### src/rtl/sipo_pkg.sv
// Shared types and sizing helpers for the SIPO receive stage.
package sipo_pkg;

   typedef enum logic {
      HUNT  = 1'b0,
      SHIFT = 1'b1
   } state_t;

   localparam int DEFAULT_WIDTH = 8;
   localparam int COUNT_W = $clog2(DEFAULT_WIDTH + 1);

   function automatic int count_w(input int w);
      return $clog2(w + 1);
   endfunction

endpackage

### src/rtl/sipo_bit_counter.sv
// Bit position counter for the SIPO stage; wraps to 0 on the last bit
// of a word and strobes word_done in that same cycle.
module sipo_bit_counter
   import sipo_pkg::*;
#(
   parameter int WIDTH = DEFAULT_WIDTH,
   localparam int CW = count_w(WIDTH)
) (
   input  logic          clock,
   input  logic          reset,
   input  logic          enable,
   input  logic          load,
   output logic [CW-1:0] count,
   output logic          word_done
);

   localparam logic [CW-1:0] LAST = CW'(WIDTH - 1);

   assign word_done = enable & ~load & (count == LAST);

   always_ff @(posedge clock or posedge reset) begin
      if (reset) begin
         count <= '0;
      end else if (load) begin
         count <= CW'(1);
      end else if (enable) begin
         count <= word_done ? '0 : count + CW'(1);
      end
   end

endmodule

### src/rtl/sipo_decoder.sv
// Serial-in/parallel-out receiver: frame alignment, LSB-first word
// assembly and a single holding register toward the consumer.
module sipo_decoder
   import sipo_pkg::*;
#(
   parameter int WIDTH = DEFAULT_WIDTH
) (
   input  logic             clock,
   input  logic             reset,
   input  logic             serialIn,
   input  logic             bitValid,
   input  logic             frameStart,
   output logic [WIDTH-1:0] message,
   output logic             messageValid,
   input  logic             messageReady,
   output logic             overrun,
   output logic             framingError,
   input  logic             clearOverrun
);

   localparam int CW = count_w(WIDTH);

   state_t state_q;
   state_t state_d;

   logic             take;
   logic             cnt_en;
   logic             cnt_load;
   logic             fe_d;
   logic [CW-1:0]    count;
   logic             word_done;
   logic             block;
   logic [WIDTH-2:0] shreg;
   logic [WIDTH-1:0] word_next;

   sipo_bit_counter #(
      .WIDTH(WIDTH)
   ) u_cnt (
      .clock(clock),
      .reset(reset),
      .enable(cnt_en),
      .load(cnt_load),
      .count(count),
      .word_done(word_done)
   );

   // The completing bit enters at the MSB, so the finished word is
   // the incoming bit concatenated with the upper stored bits.
   assign word_next = {serialIn, shreg};
   assign block     = messageValid & ~messageReady;

   always_ff @(posedge clock or posedge reset) begin
      if (reset) begin
         state_q <= HUNT;
      end else begin
         state_q <= state_d;
      end
   end

   always_comb begin
      state_d  = state_q;
      take     = 1'b0;
      cnt_en   = 1'b0;
      cnt_load = 1'b0;
      fe_d     = 1'b0;
      unique case (state_q)
         HUNT: begin
            if (bitValid & frameStart) begin
               take     = 1'b1;
               cnt_load = 1'b1;
               state_d  = SHIFT;
            end
         end
         SHIFT: begin
            if (bitValid) begin
               take = 1'b1;
               if (frameStart) begin
                  cnt_load = 1'b1;
                  fe_d     = (count != '0);
               end else begin
                  cnt_en = 1'b1;
               end
            end
         end
         default: state_d = HUNT;
      endcase
   end

   always_ff @(posedge clock or posedge reset) begin
      if (reset) begin
         shreg <= '0;
      end else if (take) begin
         shreg <= word_next[WIDTH-1:1];
      end
   end

   always_ff @(posedge clock or posedge reset) begin
      if (reset) begin
         message      <= '0;
         messageValid <= 1'b0;
      end else if (word_done & ~block) begin
         message      <= word_next;
         messageValid <= 1'b1;
      end else if (messageValid & messageReady) begin
         messageValid <= 1'b0;
      end
   end

   // A drop in the same cycle as a clear leaves the flag set.
   always_ff @(posedge clock or posedge reset) begin
      if (reset) begin
         overrun      <= 1'b0;
         framingError <= 1'b0;
      end else begin
         framingError <= fe_d;
         if (word_done & block) begin
            overrun <= 1'b1;
         end else if (clearOverrun) begin
            overrun <= 1'b0;
         end
      end
   end

endmodule
### config.mk
export PLATFORM = sky130hd
export DESIGN_NAME = sipo_decoder
export DESIGN_NICKNAME = d
export VERILOG_FILES = /design/src/rtl/sipo_pkg.sv /design/src/rtl/sipo_bit_counter.sv /design/src/rtl/sipo_decoder.sv
export SDC_FILE = /design/constraint.sdc
export NUM_CORES = 1
export LEC_CHECK = 0
export CELL_PAD_IN_SITES_DETAIL_PLACEMENT = 1
export CELL_PAD_IN_SITES_GLOBAL_PLACEMENT = 2
export CORE_AREA = 3 3 59 61
export CTS_BUF_LIST = sky130_fd_sc_hd__clkbuf_4
export DETAILED_ROUTE_END_ITERATION = 7
export DIE_AREA = 0 0 62 64
export GPL_TIMING_DRIVEN = 0
export MAX_ROUTING_LAYER = met4
export PLACE_DENSITY_LB_ADDON = 0.15
export SYNTH_ARGS = -nofsm -noshare
export SYNTH_HDL_FRONTEND = slang
export SYNTH_SLANG_ARGS = --single-unit
### constraint.sdc
create_clock -name clock -period 1.57 [get_ports clock]
set_input_delay 0.157 -clock clock [delete_from_list [all_inputs] [get_ports clock]]
set_output_delay 0.157 -clock clock [all_outputs]
set_load 0.1 [all_outputs]
==> qor.yml, run 1 <==
power_and_ir_drop:
  power_frac_comb_pct: 40.0
  netSwitchingPower_uw: 725
  swShare_pct: 41.3
  total_power_mw: 1.75
  internal_power_mw: 1.03
  p_per_area_nw_per_um2: 1320
  p_seq_share_pct: 44.4
  vdd_drop_max_mv: 0.478
  power_frac_clock_pct: 15.6
  leakage_nw: 0.594
global_routing:
  grt_pass1_wl_um: 3310
  grt_max_degree: 24
  grt.total_usage_pct: 11.6
  use_met1_pct: 14.4
  grtUsageMet2_pct: 17.5
  grt_util_met3_pct: 2.63
  grt_most_used_layer: "met2"
  grt_overflow: 0
  grt_antenna_before_repair: 0
  grt_pass1_vias: 734
clock_tree:
  cts_max_level: 1
  cts_tree: "yes"
  cts_max_path_buffers: 2
  path_clk_slew_ns: 0.13
  cts_buffers: 3
  insertion_delay_ns: 0.31
  cts_sinks: 23
  cts_root_buffer: "clkbuf_4"
critical_path:
  critical_path_peak_fanout: 8
  crit_type: "reg -> reg"
  crit_buf_inv: 1
  ff2ff_path_depth: 5
  required_ns: 1.78
  crit_path_end_kind: "flop"
  crit_cells: 5
  max_stage_delay_ns: 0.39
  start_kind: "flop"
  crit_chain: "ha_2, nand3b_1, nor4b_4, buf_6, mux2_4"
  critical_path.top_delay_family: "simple AND/OR/NAND/NOR gates"
  critPathSlowestCell: "dfrtp_1"
  arrival_ns: 1.81
synthesis:
  synth_fp_nets: 79
  synth_top_area_share_pct: 59.1
  yosys-top-cells-area: "dfrtp_1 (59%), mux2_2 (17%), ha_1 (2.6%)"
  synth_common_cells: "dfrtp_1 (23), mux2_2 (15), inv_1 (5)"
  synth_cell_types: 24
  seq_area_frac_synth_pct: 59.1
  syn_inst: 70
  synthArstFlopShare_pct: 100
  ys_ff_latch: 23
  ys.flop_type: "dfrtp_1"
  synth_most_common_cell: "dfrtp_1"
  synth_warnings: 0
  synth_area_um2: 975
  yosys.area.top_type: "dfrtp_1"
  synth-edff-count: 0
  avgSynthCellArea_um2: 13.9
placed_design:
  dp_slack_ns: -0.504
  gp_congestion: 0.680
  numPortBuffers: 16
  dpl.hpwl_um: 1260
detailed_routing:
  ant_nets: 0
  via_per_inst: 4.54
  drtPass1Iterations: 2
  drc: 0
  vias: 635
  routed_wl_um: 1970
  wl_per_cell_um: 14.0
  detail_route.iter0.violations: 8
finish:
  fin_util_pct: 43.8
  diodes: 0
  num-nets-final: 106
  nFillCells: 315
  drive_gt1_share_pct: 49.0
  syn2layout_area_growth_pct: 36.2
floorplan:
  core-area_um2: 3030
  rows: 20
  dieArea_um2: 3970
  ios: 18
  dieHeight_um: 64
  start_util_pct: 32.2
  die_w_um: 62
timing:
  max_freq_mhz: 625
  drv_slew: 0
  finClkSkew_ns: 0.00223
  hold_violations: 0
  grt_setup_unrepaired: "true"
  fin_crit_ns: 1.60
  finalSetupViolations: 8
  tightest_slew_ns: 0.858
  fin_ws_ns: -0.0300
  min_period_over_period_pct: 102
  slew_headroom_pct: 42.7
hold_path:
  whs_path_depth: 2
  hold_class: "in -> reg"
status:
  status: "finished with violations"
  violations: "setup timing"
flow_run:
  drv_cap: 0
power groups by stage:
| stage | Combinational, mW | Sequential (mW) | Clock (mW) |
|---|---|---|---|
| after floorplan | 0.153 | 1.13 | 0 |
| after global placement | 0.649 | 0.789 | 0 |
| after detailed placement | 0.656 | 0.792 | 0 |
| after CTS | 0.673 | 0.776 | 0.295 |
| after global routing | 0.737 | 0.801 | 0.322 |
| final | 0.702 | 0.779 | 0.274 |
metal layers:
metal / vias up / routed length [um] / part of all wire (%)
met2: 11 / 932 / 47
li1: 298 / - / -
met4: 0 / 17 / 0.87
met3: 2 / 81 / 4.1
met1: 324 / 933 / 47
met5: - / 0 / 0
kinds of logic (layout without fill, tap and decap cells):
kind of cell / Yosys count / in the layout / synth area share [%]
compound gates: 11 / 11 / 8.22
xor+xnor: 1 / 1 / 0.899
fa+ha+maj: 2 / 2 / 2.57
buf+inv: 6 / 32 / 3.08
flops: 23 / 23 / 59.0
mux: 15 / 15 / 17.3
simple gates: 12 / 12 / 8.86
path summary, 6_finish.rpt:
path,start,end,slack [ns]
max,u_cnt.count[0],message[0],-0.03
min,frameStart,state_q,0.10
max reg2reg,u_cnt.count[0],message[0],-0.03
min reg2reg,message[5],message[5],0.52
max in group asynchronous,reset,messageValid,0.64
min in group asynchronous,reset,message[6],0.31
flip-flops by register name (all words and copies together) (netlist names):
name / count
u_cnt.count: 4
messageValid: 1
message: 8
framingError: 1
shreg: 7
state_q: 1
overrun: 1
layout by cell type (no fill, tap or decap), types with 2 or more instances in the layout:
cell             Yosys  layout
mux2_4               0       8
buf_6                1       2
a21oi_1              2       2
nor2_1               2       2
dfrtp_1             23      22
clkdlybuf4s50_1      0       5
inv_1                5       5
clkdlybuf4s15_2      0      11
mux2_2              15       7
o21ai_0              2       2
nand3_1              2       2
clkbuf_4             0       3
buf_4                0       5
nand2_1              2       2
stage by stage:
stage               hold WS, ns  std cells  cell area (um2)  setup TNS (ns)
floorplan                 0.159         70              986          -0.509
finish                    0.103        140             1330          -0.196
CTS                      0.0847        139             1290          -0.837
global placement          0.417        130             1200           -4.62
detailed placement        0.421        130             1200           -4.80
global route             0.0712        140             1330          -0.841
repair_timing:
item | CTS | global route
endpoints found under the hold margin | 0 | 0
endpoints found under the setup margin | 20 | 10
pin swaps | 2 | 2
resized for setup | 36 | 8
buffers inserted | 5 | 1
hold buffers | 0 | 0
layout make-up:
| class | instances | area, um2 | share of cell area, % |
|---|---|---|---|
| Buffer | 1 | 11.3 | 0.848 |
| Tap cell | 44 | 55.1 | 4.15 |
| Clock buffer | 3 | 22.5 | 1.70 |
| Multi-Input combinational cell | 41 | 413 | 31.1 |
| Timing Repair Buffer | 22 | 223 | 16.8 |
| Clock inverter | 1 | 5.00 | 0.377 |
| Sequential cell | 23 | 579 | 43.6 |
| Inverter | 5 | 18.8 | 1.41 |
No activity file was read; power rests on OpenSTA's default activity.
==> inputs of run 2 (changes only) <==
--- a/config.mk
+++ b/config.mk
@@ -14,6 +14,7 @@
 export GPL_TIMING_DRIVEN = 0
 export MAX_ROUTING_LAYER = met4
 export PLACE_DENSITY_LB_ADDON = 0.15
+export SLEW_MARGIN = 20
 export SYNTH_ARGS = -nofsm -noshare
 export SYNTH_HDL_FRONTEND = slang
 export SYNTH_SLANG_ARGS = --single-unit
==> results of run 2 <==
The final DEF is identical to that of run 1; final timing and power are the same.
==> inputs of run 3 (changes only) <==
--- a/config.mk
+++ b/config.mk
@@ -5,12 +5,13 @@
 export SDC_FILE = /design/constraint.sdc
 export NUM_CORES = 1
 export LEC_CHECK = 0
+export ABC_AREA = 1
 export CELL_PAD_IN_SITES_DETAIL_PLACEMENT = 1
 export CELL_PAD_IN_SITES_GLOBAL_PLACEMENT = 2
-export CORE_AREA = 3 3 59 61
+export CORE_AREA = 3 3 64 66
 export CTS_BUF_LIST = sky130_fd_sc_hd__clkbuf_4
 export DETAILED_ROUTE_END_ITERATION = 7
-export DIE_AREA = 0 0 62 64
+export DIE_AREA = 0 0 67 69
 export GPL_TIMING_DRIVEN = 0
 export MAX_ROUTING_LAYER = met4
 export PLACE_DENSITY_LB_ADDON = 0.15
==> constraint.sdc (replaced) <==
create_clock -name clock -period 1.4 [get_ports clock]
set_input_delay 0.14 -clock clock [delete_from_list [all_inputs] [get_ports clock]]
set_output_delay 0.14 -clock clock [all_outputs]
set_load 0.1 [all_outputs]
==> qor.yml, run 3 <==
status:
  status: "completed"
synthesis:
  synth_warnings: 0  # unchanged
  yosys-top-cells-area: "dfrtp_1 (56%), nand2_1 (13%), nand4_1 (5.5%)"
  yosys.area.top_type: "dfrtp_1"
  synth_common_cells: "nand2_1 (36), dfrtp_1 (23), inv_1 (11)"
  synth_most_common_cell: "nand2_1"
  seq_area_frac_synth_pct: 56.2  # -2.9 points
  synth_top_area_share_pct: 56.2  # -2.9 points
  synth_cell_types: 18  # -25%
  ys_ff_latch: 23  # unchanged
  synth-edff-count: 0  # unchanged
  synthArstFlopShare_pct: 100  # unchanged
  ys.flop_type: "dfrtp_1"
  synth_fp_nets: 119  # +51%
  synth_area_um2: 1020  # +5.1%
  avgSynthCellArea_um2: 9.32  # -33%
  syn_inst: 110  # +57%
critical_path:
  r2r-end: "message[5]"
  r2r-start: "u_cnt.count[0]"
  critical_path.top_delay_family: "buffers and inverters"
  critPathSlowestCell: "clkdlybuf4s15_2"
  crit_buf_inv: 1  # unchanged
  max_stage_delay_ns: 0.55  # +0.16 ns
  required_ns: 1.26  # -0.52 ns
  crit_path_end_kind: "primary output"
  crit_type: "reg -> out"
  ff2ff_path_depth: 6  # +1
  crit_chain: "clkdlybuf4s15_2"
  arrival_ns: 1.22  # -0.59 ns
  rrSetupSlack_ns: 0.09  # +0.12 ns
  start_kind: "flop"
  critical_path_peak_fanout: 1  # -7
detailed_routing:
  vias: 797  # +26%
  via_per_inst: 4.43  # -2.4%
  detail_route.iter0.violations: 25  # +17
  wl_per_cell_um: 12.7  # -9.2%
  ant_nets: 0  # unchanged
  drtPass1Iterations: 4  # +2
  routed_wl_um: 2290  # +17%
  drc: 0  # unchanged
floorplan:
  start_util_pct: 28.2  # -4.0 points
  rows: 22  # +10%
  core-area_um2: 3630  # +20%
  dieArea_um2: 4620  # +17%
  die_w_um: 67  # +8.1%
  dieHeight_um: 69  # +7.8%
  ios: 18  # unchanged
global_routing:
  grt_pass1_vias: 789  # +7.5%
  grt.total_usage_pct: 10.8  # -0.77 points
  grt_max_degree: 24  # unchanged
  grt_pass1_wl_um: 3750  # +14%
  grt_antenna_before_repair: 0  # unchanged
  grt_overflow: 0  # unchanged
clock_tree:
  insertion_delay_ns: 0.32  # about the same
  cts_sinks: 23  # unchanged
  cts_root_buffer: "clkbuf_4"
  cts_tree: "yes"
  cts_setup_buffers: 0  # -5
  path_clk_slew_ns: 0.13  # about the same
  cts_max_path_buffers: 2  # unchanged
  cts_max_level: 1  # unchanged
  cts_buffers: 3  # unchanged
timing:
  drv_slew: 0  # unchanged
  slew_headroom_pct: 39.9  # -2.8 points
  tightest_slew_ns: 0.900  # +0.0426 ns
  fin_crit_ns: 1.36
  min_period_over_period_pct: 97.2
  finClkSkew_ns: 0.0134  # +0.0112 ns
  hold_violations: 0  # unchanged
  grt_setup_unrepaired: "false"
  fin_setup_tns_ns: 0  # +0.196 ns
  max_freq_mhz: 735
  finalSetupViolations: 0  # -8
finish:
  final_common_cell: "nand2_1"
  nFillCells: 449  # +43%
  diodes: 0  # unchanged
  max_flop_register: "message"
  largest_reg_flops: 8  # unchanged
  top_regs: "message: 8 flops, shreg: 7 flops, u_cnt.count: 4 flops"
  syn2layout_area_growth_pct: 22.8
  num-nets-final: 142  # +34%
  drive_gt1_share_pct: 24.2  # -25 points
  final-seq-area_um2: 578  # -0.22%
  multi_input_area_um2: 389  # -5.8%
  layout_common_cells: "nand2_1 (36), dfrtp_1 (21), inv_1 (11), buf_2 (11), nand4_1 (9)"
power_and_ir_drop:
  leakage_nw: 0.660  # +11%
  p_per_area_nw_per_um2: 1160  # -12%
  total_power_mw: 1.46  # -17%
  vdd_drop_max_mv: 0.323  # -32%
placed_design:
  dpl.hpwl_um: 1640  # +30%
  gp_congestion: 0.726  # +6.7%
  numPortBuffers: 17  # +1
hold_path:
  hold_class: "in -> async"
flow_run:
  drv_cap: 0  # unchanged
run 3: cell count changes after synthesis, sizes merged, moves of 2 or more:
cell / change
nand2: +37
mux2: -15
nand4: +9
inv: +7
o21ai: +5
nand3: +3
nor2: +3
a21o: -2
a21oi: -2
a22o: -2
run 3: area by class of cell:
class / instances / share of cell area (%)
inverters: 12 / 3.58
multi-input cells: 72 / 30.9
clock buffers: 4 / 2.39
repair buffers: 18 / 10.0
plain buffers: 3 / 2.39
well taps: 48 / 4.77
flip-flops and latches: 23 / 45.9
run 3: per-stage QoR:
stage	cell area [um2]	std cells	utilization (%)	hold WS [ns]	setup slack, ns
finish	1260	180	34.6	0.308	0.0386
floorplan	1030	110	-	0.142	0.149
CTS	1300	179	35.8	0.334	0.00252
global route	1260	180	34.6	0.383	0.00236
detailed placement	1260	175	34.6	0.458	-0.203
global placement	1260	175	34.6	0.457	-0.207
run 3: power breakdown:
part           switching, mW  leakage [nW]  internal (mW)
registers             0.0508         0.299          0.730
clock network          0.198        0.0184          0.131
logic                  0.274         0.343         0.0816
run 3: metal layers:
metal | routed length (um) | up-vias | share of wire, % | global-route usage [%]
li1 | - | 399 | - | -
met1 | 1160 | 381 | 51 | 15.0
met2 | 1020 | 12 | 44 | 15.2
met3 | 72 | 5 | 3.1 | 2.12
met4 | 45 | 0 | 2.0 | 4.73
met5 | 0 | - | 0 | -
run 3: worst max-delay path by stage:
stage / start / end / slack (ns) / cells after the start
final: framingError / framingError / 0.04 / 1
after global routing: u_cnt.count[0] / message[3] / 0.002 / 6
after global placement: messageValid / messageValid / -0.21 / 1
after detailed placement: message[4] / message[4] / -0.20 / 1
after floorplan: messageValid / message[2] / 0.15 / 4
after CTS: message[0] / message[0] / 0.003 / 1
run 3: cells by family (layout without fill, tap and decap cells):
family,after synthesis,after routing,synth area share (%)
AOI/OAI and AO/OA,10,10,5.86
xor gates and xnor gates,1,1,0.855
adders and majority gates,2,2,2.44
buffers and inverters,15,37,7.33
DFF,23,23,56.2
and+or+nand+nor,59,59,27.3
run 3: timing repair:
item                       4_1_cts  5_1_grt
hold buffers                     0        0
gates cloned                     0        1
gates resized for setup         35       22
setup endpoints to repair       20       20
==> patch 1: new RTL, config.mk and constraints of run 1 <==
Change the package constant `DEFAULT_WIDTH` from 8 to 16.
--- a/src/rtl/sipo_pkg.sv
+++ b/src/rtl/sipo_pkg.sv
@@ -7,5 +7,5 @@
    } state_t;
 
-   localparam int DEFAULT_WIDTH = 8;
+   localparam int DEFAULT_WIDTH = 16;
    localparam int COUNT_W = $clog2(DEFAULT_WIDTH + 1);
 
Ports: changed (resized message); port bits go from 18 to 26. No check against the original RTL was run, so the function may have changed too.
==> patch 1 against run 1 <==
The run still ends with negative setup slack left. Setup slack worse by 0.088 ns. Total power up 26%. Sequential power up 72%. Cell area is 60% higher. Sequential cell count rose by 17. Synthesized area up 69%. Wire length increased by 70%. Fmax down 5.2%. Critical endpoint is now message[15]. Largest power group unchanged. Highest routed layer unchanged.
==> patch 1: results <==
set metrics [dict create \
    cellLeakagePower_nw 0.958 \
    clk_latency_ns 0.35 \
    yosys-mux-area-fraction_pct 23.5 \
    post-synth-top-area-fraction_pct 60.7 \
    portBuffers 24 \
    grtUsageMet2_pct 26.8 \
    wl_per_cell_um 17.4 \
    cts_made_buffers 5 \
    slew_headroom_pct 46.5 \
    failed_checks "negative setup slack" \
    met2RoutedLength_um 1700 \
    vias_in_the_first_global_route 999 \
    place_ws_ns -0.377 \
    wl_met1_um 1480 \
    dr.first_iter.drc_count 17 \
    synth_compound_area_share_pct 4.56 \
    dp_cells 176 \
    grt_start_max_net_pins 41 \
    place_hpwl_um 2000 \
    final_layout_size_suffix_gt1_share_pct 50.7 \
    sw_frac_of_total_pct 28.6 \
    yosysSeqAreaShare_pct 60.7 \
    grt_first_pass_wirelength_um 5000 \
    setup_viol 14 \
    run_status "finished, violations left" \
    dr.pass1.iters 4 \
    final_cells 192 \
    met3_wirelength_um 95 \
    synthAdderAreaFrac_pct 1.52 \
    use_met3_pct 4.85 \
    finalWorstSetupSlack_ns -0.118 \
]
[patch 1: cell count changes after synthesis, sizes merged, moves of 2 or more]
cell | run 1 | this run
dfrtp | 23 | 40
mux2 | 15 | 31
a21o | 2 | 0
a31oi | 0 | 2
buf | 1 | 4
[patch 1: final timing paths]
path / start / endpoint / slack, ns
setup / recovery: u_cnt.count[0] / message[15] / -0.12
hold / removal: bitValid / u_cnt.count[2] / 0.11
setup reg to reg: u_cnt.count[0] / message[15] / -0.12
hold reg to reg: shreg[0] / message[0] / 0.52
max in group asynchronous: reset / messageValid / 0.72
min in group asynchronous: reset / framingError / 0.27
[patch 1: per-stage QoR]
stage	hold WS, ns	setup TNS [ns]	area [um^2]
6_report	0.112	-1.21	2120
5_1_grt	0.120	-1.81	2120
3_3_place_gp	0.448	-20.87	1950
3_5_place_dp	0.459	-9.71	1950
4_1_cts	0.0967	-0.999	2060
2_1_floorplan	0.244	-0.454	1650
[patch 1: area by class of cell]
cell class | instances | area (um^2)
inverters | 5 | 18.8
fillers | 273 | 907
plain buffers | 4 | 43.8
repair buffers | 32 | 342
flip-flops and latches | 40 | 1000
clock inverters | 2 | 11.3
multi-input cells | 59 | 601
well taps | 44 | 55.1
clock buffers | 6 | 45.0
[patch 1: timing repair]
item	CTS	global route
setup endpoints to repair	43	16
buffers inserted	3	4
pin swaps	0	1
cloned	0	1
resized for setup	59	2
[patch 1: power by group through the flow]
stage / clock network, mW / registers (mW) / logic, mW
after floorplan: 0 / 1.34 / 0.217
after global placement: 0 / 1.34 / 0.291
after detailed placement: 0 / 1.36 / 0.308
after CTS: 0.535 / 1.34 / 0.327
after global routing: 0.600 / 1.37 / 0.372
final: 0.522 / 1.34 / 0.343
==> patch 2: new RTL, flow settings as in run 1 <==
Without the edit above. One comparison of `count` changes from == to >=.
--- a/src/rtl/sipo_bit_counter.sv
+++ b/src/rtl/sipo_bit_counter.sv
@@ -17,5 +17,5 @@
    localparam logic [CW-1:0] LAST = CW'(WIDTH - 1);
 
-   assign word_done = enable & ~load & (count == LAST);
+   assign word_done = enable & ~load & (count >= LAST);
 
    always_ff @(posedge clock or posedge reset) begin
Check against the original RTL: same outputs for any inputs over 10 cycles, from zero or initial values and one cycle with reset high; that may be too few to reach the edited logic, so the function may still have changed.
==> patch 2 against run 1 <==
Sequential cell count is the same. Largest power group is now combinational logic. Synthesized area grew 0.26%. Core utilization shrank 1.5 points. Cell area shrank 3.5%. Global-route usage shrank 1.1 points. Setup slack gained 0.11 ns. Wire length shrank 10%. Total power grew 19%. Critical path depth is the same. Synthesized cell count shrank 1.4%. Sequential power grew 7.7%.
==> patch 2: results <==
set metrics [dict create \
    place_ws_ns -0.246 \
    buffer_area_share_pct 16.4 \
    synth_compound_area_share_pct 7.68 \
    area_share_clock_buf_inv_pct 2.15 \
    hold_violations 0 \
    proportion_of_power_drawn_by_flip_flops_and_latches_pct 40.2 \
    clock-skew-final_ns 0.00518 \
    overall_power_of_the_completed_layout_mw 2.08 \
    critical_r2r_launch "u_cnt.count[1]" \
    layout.non_clock_buffers 20 \
    clock_sinks 23 \
    max_slew.worst_pin.slew_ns 0.871 \
    portBuffers 17 \
    synth-xor-area-share_pct 0 \
    power.ir.vdd_worst_v 0.000686 \
    syn_inst 69 \
    synthAdderAreaFrac_pct 2.56 \
    share_of_cell_area_taken_by_multi_input_logic_gates_pct 30.6 \
    grt_util_all_layers_pct 10.5 \
    remaining_drc_errors 0 \
    dp_cells 130 \
    critPathMaxStageDelay_ns 0.44 \
    yosys-mux-area-fraction_pct 20.4 \
    cellLeakagePower_nw 0.554 \
    pwr.group.combinational_mw 0.975 \
    yosysSeqAreaShare_pct 58.9 \
    run_status "finished, final reports clean" \
    finalWeightedCongestion 0.741 \
    nNonClkInverters 5 \
    dr.pass1.iters 3 \
    multi_input_gates 40 \
    via_count 611 \
    clk_latency_ns 0.30 \
    postSynth.asyncResetShare_pct 100 \
    final_layout_size_suffix_gt1_share_pct 41.3 \
    area.growth.synth_to_final_pct 31.1 \
    place_hpwl_um 1250 \
    placed_area_um2 1200 \
    timing.hold.worst.class "primary input to async pin" \
    dr.first_iter.drc_count 7 \
    synth_top_cells_by_count "dfrtp_1 (23), mux2_4 (8), mux2_2 (7), inv_1 (5), nand2_1 (5)" \
    wl_per_cell_um 13.0 \
    net-switching-power_mw 0.960 \
    final_cells 136 \
    number_of_unique_standard_cell_types_used_by_synthesis 22 \
    fillerInstances 326 \
    netlist_area_um2 977 \
    grt_first_pass_wirelength_um 3060 \
    seqAreaFraction_pct 45.1 \
    vias_in_the_first_global_route 669 \
    synthesis.nets 78 \
    nets 102 \
    cts_made_buffers 3 \
    antenna_cells 0 \
    crit_family "flip-flops" \
    synthTopCellsByArea "dfrtp_1 (59%), mux2_4 (12%), mux2_2 (8.1%)" \
]
patch 2: changes by cell type in the layout (fill, tap and decap cells not counted), moves of 2 or more:
cell      delta
and3b_1      +2
buf_4        -3
dfrtp_2      +2
nand2_1      +3
nand2b_1     +2
nand3_1      -2
patch 2: final timing paths:
kind                              end  slack, ns  cells after the start
max                        message[4]       0.08                      5
min                        message[0]       0.32                      2
max reg2reg                message[4]       0.08                      5
min reg2reg                message[1]       0.53                      1
max in group asynchronous     state_q       0.66                      2
min in group clock            overrun       0.42                      2
patch 2: what timing repair did:
action / 4_1_cts / 5_1_grt
gates resized for setup: 34 / 3
setup endpoints to repair: 19 / 8
setup buffers: 1 / 1
hold buffers: 0 / 0
pin swaps: 1 / 0
endpoints found under the hold margin: 0 / 0
patch 2: per-layer routing:
metal / vias to the layer above / wire length (um) / track usage, %
met5: - / 0 / -
met4: 0 / 14 / 3.18
met3: 2 / 67 / 2.42
met2: 13 / 806 / 15.8
met1: 308 / 878 / 14.0
li1: 288 / - / -
